--- src/rtl/barrel_shift_pipe.sv ---
// barrel_shift_pipe: pipelined barrel shifter with valid/ready on both sides.
// One register stage per shift-amount bit, MSB bit first. Bubbles collapse:
// a stage refills whenever it or any stage downstream of it has a hole.
// Optional feature macro: BARREL_SHIFT_ROTATE_EN (mode 11 = rotate right;
// without it mode 11 behaves as SRL).
module barrel_shift_pipe #(
  parameter  int WIDTH = 8,
  localparam int SHW   = $clog2(WIDTH)
) (
  input  logic             clk,
  input  logic             rst,
  input  logic             in_valid,
  output logic             in_ready,
  input  logic [WIDTH-1:0] in_data,
  input  logic [SHW-1:0]   shamt,
  input  logic [1:0]       mode,
  output logic             out_valid,
  input  logic             out_ready,
  output logic [WIDTH-1:0] out_data
);

  // Fixed-distance shift used by every stage. SRA fills with the current
  // MSB, which is always the original operand MSB since SRA never alters it.
  function automatic logic [WIDTH-1:0] f_shift(input logic [WIDTH-1:0] d,
                                               input logic [1:0]       m,
                                               input int unsigned      sh);
    logic [WIDTH-1:0] r;
    case (m)
      2'b00:   r = d << sh;
      2'b10:   r = $signed(d) >>> sh;
`ifdef BARREL_SHIFT_ROTATE_EN
      2'b11:   r = (d >> sh) | (d << (WIDTH - sh));
`endif
      default: r = d >> sh;
    endcase
    return r;
  endfunction

  logic [SHW-1:0]            w_vld;
  logic [SHW-1:0]            w_ld;
  logic [SHW-1:0][WIDTH-1:0] w_data;

  for (genvar k = 0; k < SHW; k++) begin : g_stg
    localparam int RW = SHW - k;              // shamt bits still to apply
    localparam int SH = 1 << (SHW - 1 - k);   // distance applied here

    logic             w_vin;
    logic [WIDTH-1:0] w_din;
    logic [WIDTH-1:0] w_dsh;
    logic [RW-1:0]    w_rem;
    logic [1:0]       w_mode;
    logic             r_vld;
    logic [WIDTH-1:0] r_data;

    if (k == 0) begin : g_src
      assign w_vin  = in_valid;
      assign w_din  = in_data;
      assign w_rem  = shamt;
      assign w_mode = mode;
    end else begin : g_src
      assign w_vin  = w_vld[k-1];
      assign w_din  = w_data[k-1];
      assign w_rem  = g_stg[k-1].g_fwd.r_rem;
      assign w_mode = g_stg[k-1].g_fwd.r_mode;
    end

    assign w_dsh = w_rem[RW-1] ? f_shift(w_din, w_mode, SH) : w_din;

    // Load when the output drains or any stage from here onward is empty
    assign w_ld[k]   = out_ready | ~(&w_vld[SHW-1:k]);
    assign w_vld[k]  = r_vld;
    assign w_data[k] = r_data;

    // Stage valid/data register; a bubble clears valid but keeps old data
    always_ff @(posedge clk) begin
      if (rst) begin
        r_vld  <= 1'b0;
        r_data <= '0;
      end else if (w_ld[k]) begin
        r_vld <= w_vin;
        if (w_vin) r_data <= w_dsh;
      end
    end

    if (k < SHW - 1) begin : g_fwd
      logic [RW-2:0] r_rem;
      logic [1:0]    r_mode;

      // Carry the unconsumed shamt bits and mode to the next stage
      always_ff @(posedge clk) begin
        if (rst) begin
          r_rem  <= '0;
          r_mode <= '0;
        end else if (w_ld[k] && w_vin) begin
          r_rem  <= w_rem[RW-2:0];
          r_mode <= w_mode;
        end
      end
    end
  end

  assign in_ready  = w_ld[0];
  assign out_valid = w_vld[SHW-1];
  assign out_data  = w_data[SHW-1];

endmodule

--- config.mk ---
export PLATFORM = sky130hd
export DESIGN_NAME = barrel_shift_pipe
export DESIGN_NICKNAME = d
export VERILOG_FILES = /design/src/rtl/barrel_shift_pipe.sv
export SDC_FILE = /design/constraint.sdc
export NUM_CORES = 1
export LEC_CHECK = 0
export CORE_MARGIN = 1
export CORE_UTILIZATION = 58
export CTS_CLUSTER_SIZE = 40
export DETAILED_ROUTE_END_ITERATION = 16
export PLACE_DENSITY = 0.84
export SETUP_SLACK_MARGIN = 0.4
export SLEW_MARGIN = 5
export SYNTH_ARGS = -nofsm -noshare
export SYNTH_HDL_FRONTEND = slang
export SYNTH_SLANG_ARGS = --single-unit
--- constraint.sdc ---
create_clock -name clk -period 2.6 [get_ports clk]
set_input_delay 0.26 -clock clk [delete_from_list [all_inputs] [get_ports clk]]
set_output_delay 0.26 -clock clk [all_outputs]
set_load 0.03 [all_outputs]
Word level (Yosys, flattened, before mapping)
Index checks and enable logic that the tools add are counted.

word-level totals
  flip-flop bits (word level) = 34
  input bits = 17

cells by class
  equal/unequal tests = 3
  muxes and demuxes = 6
  bitwise gates (word level) = 6
  reduce and logical (&&, ||, !) cells = 10

operators with widths
  operator                               number
  case mux 8 bit (2 select lines)        3
  two-way mux 8 bit                      3
  AND reduction 2 bit                    4
  == test 2 bit (second input constant)  3
  zero test 2 bit                        3
  inverter 1 bit                         3
  bitwise OR 1 bit                       3
  AND reduction 3 bit                    1
  logical AND 1 bit                      2

Logic depth before layout (Yosys ltp)
  depth after elaboration = 4
  depth in mapped cells = 5
  depth with buffers taken out = 3

Worst setup path after synthesis
OpenSTA, ideal clock, no wires.

  path type = reg2reg
  start = register g_stg[2].r_vld, in the netlist out_valid
  end = register g_stg[2].r_data[7], in the netlist out_data[7]
  setup time = 0.088 ns
  arrival = 1.292 ns
  slack = 1.220 ns
  stages on the path, launching flop included = 6
  period minus slack after synthesis = 1.380 ns
  path through = dfxtp_1 > nand2b_1 > buf_2 > and2_1 > buf_6 > a311oi_2

on the way
  longest elaborated chain between the ends = 3

ends and longest elaborated chain
  element                        line  RTL
  start, declared                52    logic r_vld;
  start signal, assigned         80    r_vld <= w_vin;
  inverter 1 bit                 70    assign w_ld[k] = out_ready | ~(&w_vld[SHW-1:k]);
  bitwise OR 1 bit               70
  AND reduction 2 bit (no line)  --
  end signal, assigned           81    if (w_vin) r_data <= w_dsh;
  end, declared                  53    logic [WIDTH-1:0] r_data;

Every way passes these cells.
A chain may end at the register's enable or synchronous reset.

Final worst setup path
  start = register g_stg[0].r_vld
  end = output in_ready

on the way
  longest elaborated chain between the ends = 3

ends and longest elaborated chain
  element                 line  RTL
  start, declared         52
  start signal, assigned  80
  AND reduction 3 bit     70
  inverter 1 bit          70
  bitwise OR 1 bit        70
  end, declared           13    output logic in_ready,

Every way passes these cells.

==> results.toml <==
[global_routing]
antenna_found_initial = 0
grt-ovfl-total = 0
grt_pass1_vias = 1588
track_usage_pct = 26.1
grt_max_degree = 18
grt_pass1_wl_um = 6850

[timing]
period_needed_ns = 2.06
worst_pin_slew_ns = 0.558
drv_slew = 0
max_freq_ghz = 0.485
min_period_over_period_pct = 79.3
tns_ns = 0
grt_setup_unrepaired = "false"
slew_headroom_pct = 62.7
setup_violations = 0
finalHoldViolCount = 0
finalClockSkew_ns = 0.0138

[power]
p_leak_nw = 0.770
powerDensity_nw_per_um2 = 455
ir_drop_mv = 0.343
power_mw = 0.999

[setup_path]
cp_slowest_stage_delay_ns = 0.66
crit_fanout = 13
worstPathRequired_ns = 2.34
slowest_stage = "clkdlybuf4s50_1"
critPathArrivalTime_ns = 1.80
critPathCaptureType = "output port"
start_kind = "register"
path_class = "register to output port"
crit_chain = "nand4b_2 > clkdlybuf4s50_1"
path_buf_inv = 1
critical-path-top-delay-family = "buffers and inverters"

[layout]
num_antenna_cells = 0
fillers = 243
final_nets = 248
mostFrequentLayoutCells = "34 x dfxtp_1, 26 x clkdlybuf4s50_1, 20 x a21oi_1, 20 x inv_1, 16 x o21ai_0"
area_growth_pct = 15.3
final_common_cell = "dfxtp_1"
layout-drive-gt1-share_pct = 13.0

[clock_network]
post_cts_buffers = 0
clock_path_buffers = 2
hold_buffers = 0
cts_tree = "done"
cts_root_buffer = "clkbuf_4"
clock_sinks = 34
clk_latency_ns = 0.33
clk_pin_slew_worst_paths_ns = 0.10
cts.repair.resized = 0
h-tree-depth = 2
cts_buffers = 5

[synthesis]
syn_avg_cell_area_um2 = 8.94
yosys.cell_types.count = 36
ys_seq_elements = 34
ys_seq_area_share_pct = 35.7
synth_nets = 230
netlist_area_um2 = 1900
synthCells = 213
synth_warnings = 0

[min_path]
hold_path.class = "register to register"

[floorplan]
initial_utilization_pct = 61.9
fp.dieArea_um2 = 3520
fp-row-count = 20
die_y_um = 59.3
coreArea_um2 = 3080
die_w_um = 59.3
io_pins = 27

[place]
globalplace.congestion = 0.810
hpwl_um = 3120
port_buffers = 26

[run]
cap_violations = 0

[route]
wl_per_cell_um = 15.0
ant_nets = 0
routed_wl_um = 4130
drc = 0
vias_per_cell = 6.25
vias = 1720
drt_iter0_markers = 76
firstDrtPassIters = 4

[outcome]
outcome = "finished, final reports clean"
power breakdown:
part	switching (mW)	leakage [nW]	internal [mW]
combinational	0.0777	0.461	0.0780
sequential	0.0355	0.279	0.547
clock	0.164	0.0308	0.0971
total	0.277	0.770	0.722
cells in the mapped netlist:
master	n	area, µm²
nand3b_1	1	7.51
a311oi_2	2	30.0
a21oi_1	20	100
nor4bb_1	1	10.0
nand2b_1	7	43.8
o22a_1	1	8.76
mux2_2	4	45.0
clkbuf_1	7	26.3
a311oi_1	2	17.5
nand3b_2	1	11.3
a211oi_1	8	60.1
buf_2	9	45.0
nand2_1	8	30.0
o2111ai_1	8	70.1
and2_1	2	12.5
nand4b_2	1	15.0
nand4_1	2	12.5
buf_4	2	15.0
nor2b_1	10	62.6
a31oi_1	6	37.5
o21ai_0	16	80.1
a211o_1	4	35.0
clkinv_1	1	3.75
buf_6	2	22.5
o211ai_1	7	52.6
inv_1	20	75.1
o32ai_2	6	97.6
or2_1	1	6.26
dfxtp_1	34	681
and2_4	1	8.76
o211a_1	2	20.0
o311a_1	10	100
a21o_1	1	7.51
mux2i_1	3	30.0
nand2_2	1	6.26
a31o_2	2	17.5
area by class of cell:
class / instances / area (µm²) / share of cell area (%)
flip-flops and latches: 34 / 681 / 31.0
well taps: 44 / 55.1 / 2.51
repair buffers: 31 / 298 / 13.6
inverters: 21 / 78.8 / 3.59
clock inverters: 2 / 10.0 / 0.456
multi-input cells: 138 / 1040 / 47.2
clock buffers: 5 / 37.5 / 1.71
sequential cells by signal (all words and copies together) (netlist names):
register	count
g_stg.g_fwd.r_mode	4
g_stg.g_fwd.r_rem	3
g_stg.r_data	16
g_stg.r_vld	2
out_data	8
out_valid	1
cells by family after synthesis:
kind of cell           Yosys count  share of synthesized area (%)
AOI/OAI and AO/OA               95                           38.6
buffers and inverters           41                           9.85
and+or+nand+nor                 36                           11.9
DFF                             34                           35.7
muxes                            7                           3.94
worst paths after layout:
path,start,to,slack [ns],depth (start not counted)
hold / removal,out_data[6],out_data[6],0.50,2
setup / recovery,g_stg[0].r_vld,in_ready,0.54,2
hold reg to reg,out_data[6],out_data[6],0.50,2
setup reg to reg,g_stg[0].r_vld,g_stg[0].g_fwd.r_rem[0],0.99,4
layer usage:
metal,vias up,part of all wire [%],GRT usage (%)
met2,66,54,48.0
met3,11,4.4,5.68
met5,-,0,0
li1,843,-,-
met4,0,3.0,15.0
met1,800,39,27.0
stage by stage:
stage | hold slack [ns] | utilization (%) | std cells | area [µm²] | setup slack, ns
3_3_place_gp | 0.477 | 69.8 | 268 | 2150 | 0.637
2_1_floorplan | 0.403 | - | 213 | 1900 | 1.22
3_5_place_dp | 0.494 | 69.8 | 268 | 2150 | 0.539
5_1_grt | 0.514 | 71.3 | 275 | 2200 | 0.443
6_report | 0.503 | 71.3 | 275 | 2200 | 0.539
4_1_cts | 0.507 | 71.3 | 275 | 2200 | 0.526
worst min-delay path, delay by kind of cell, from the launching register on:
kind	cells	cell delay, ns
flip-flops	1	0.32
AO/OA/AOI/OAI	1	0.08
buffers and inverters	1	0.06
Power figures use the tool's default switching activity.
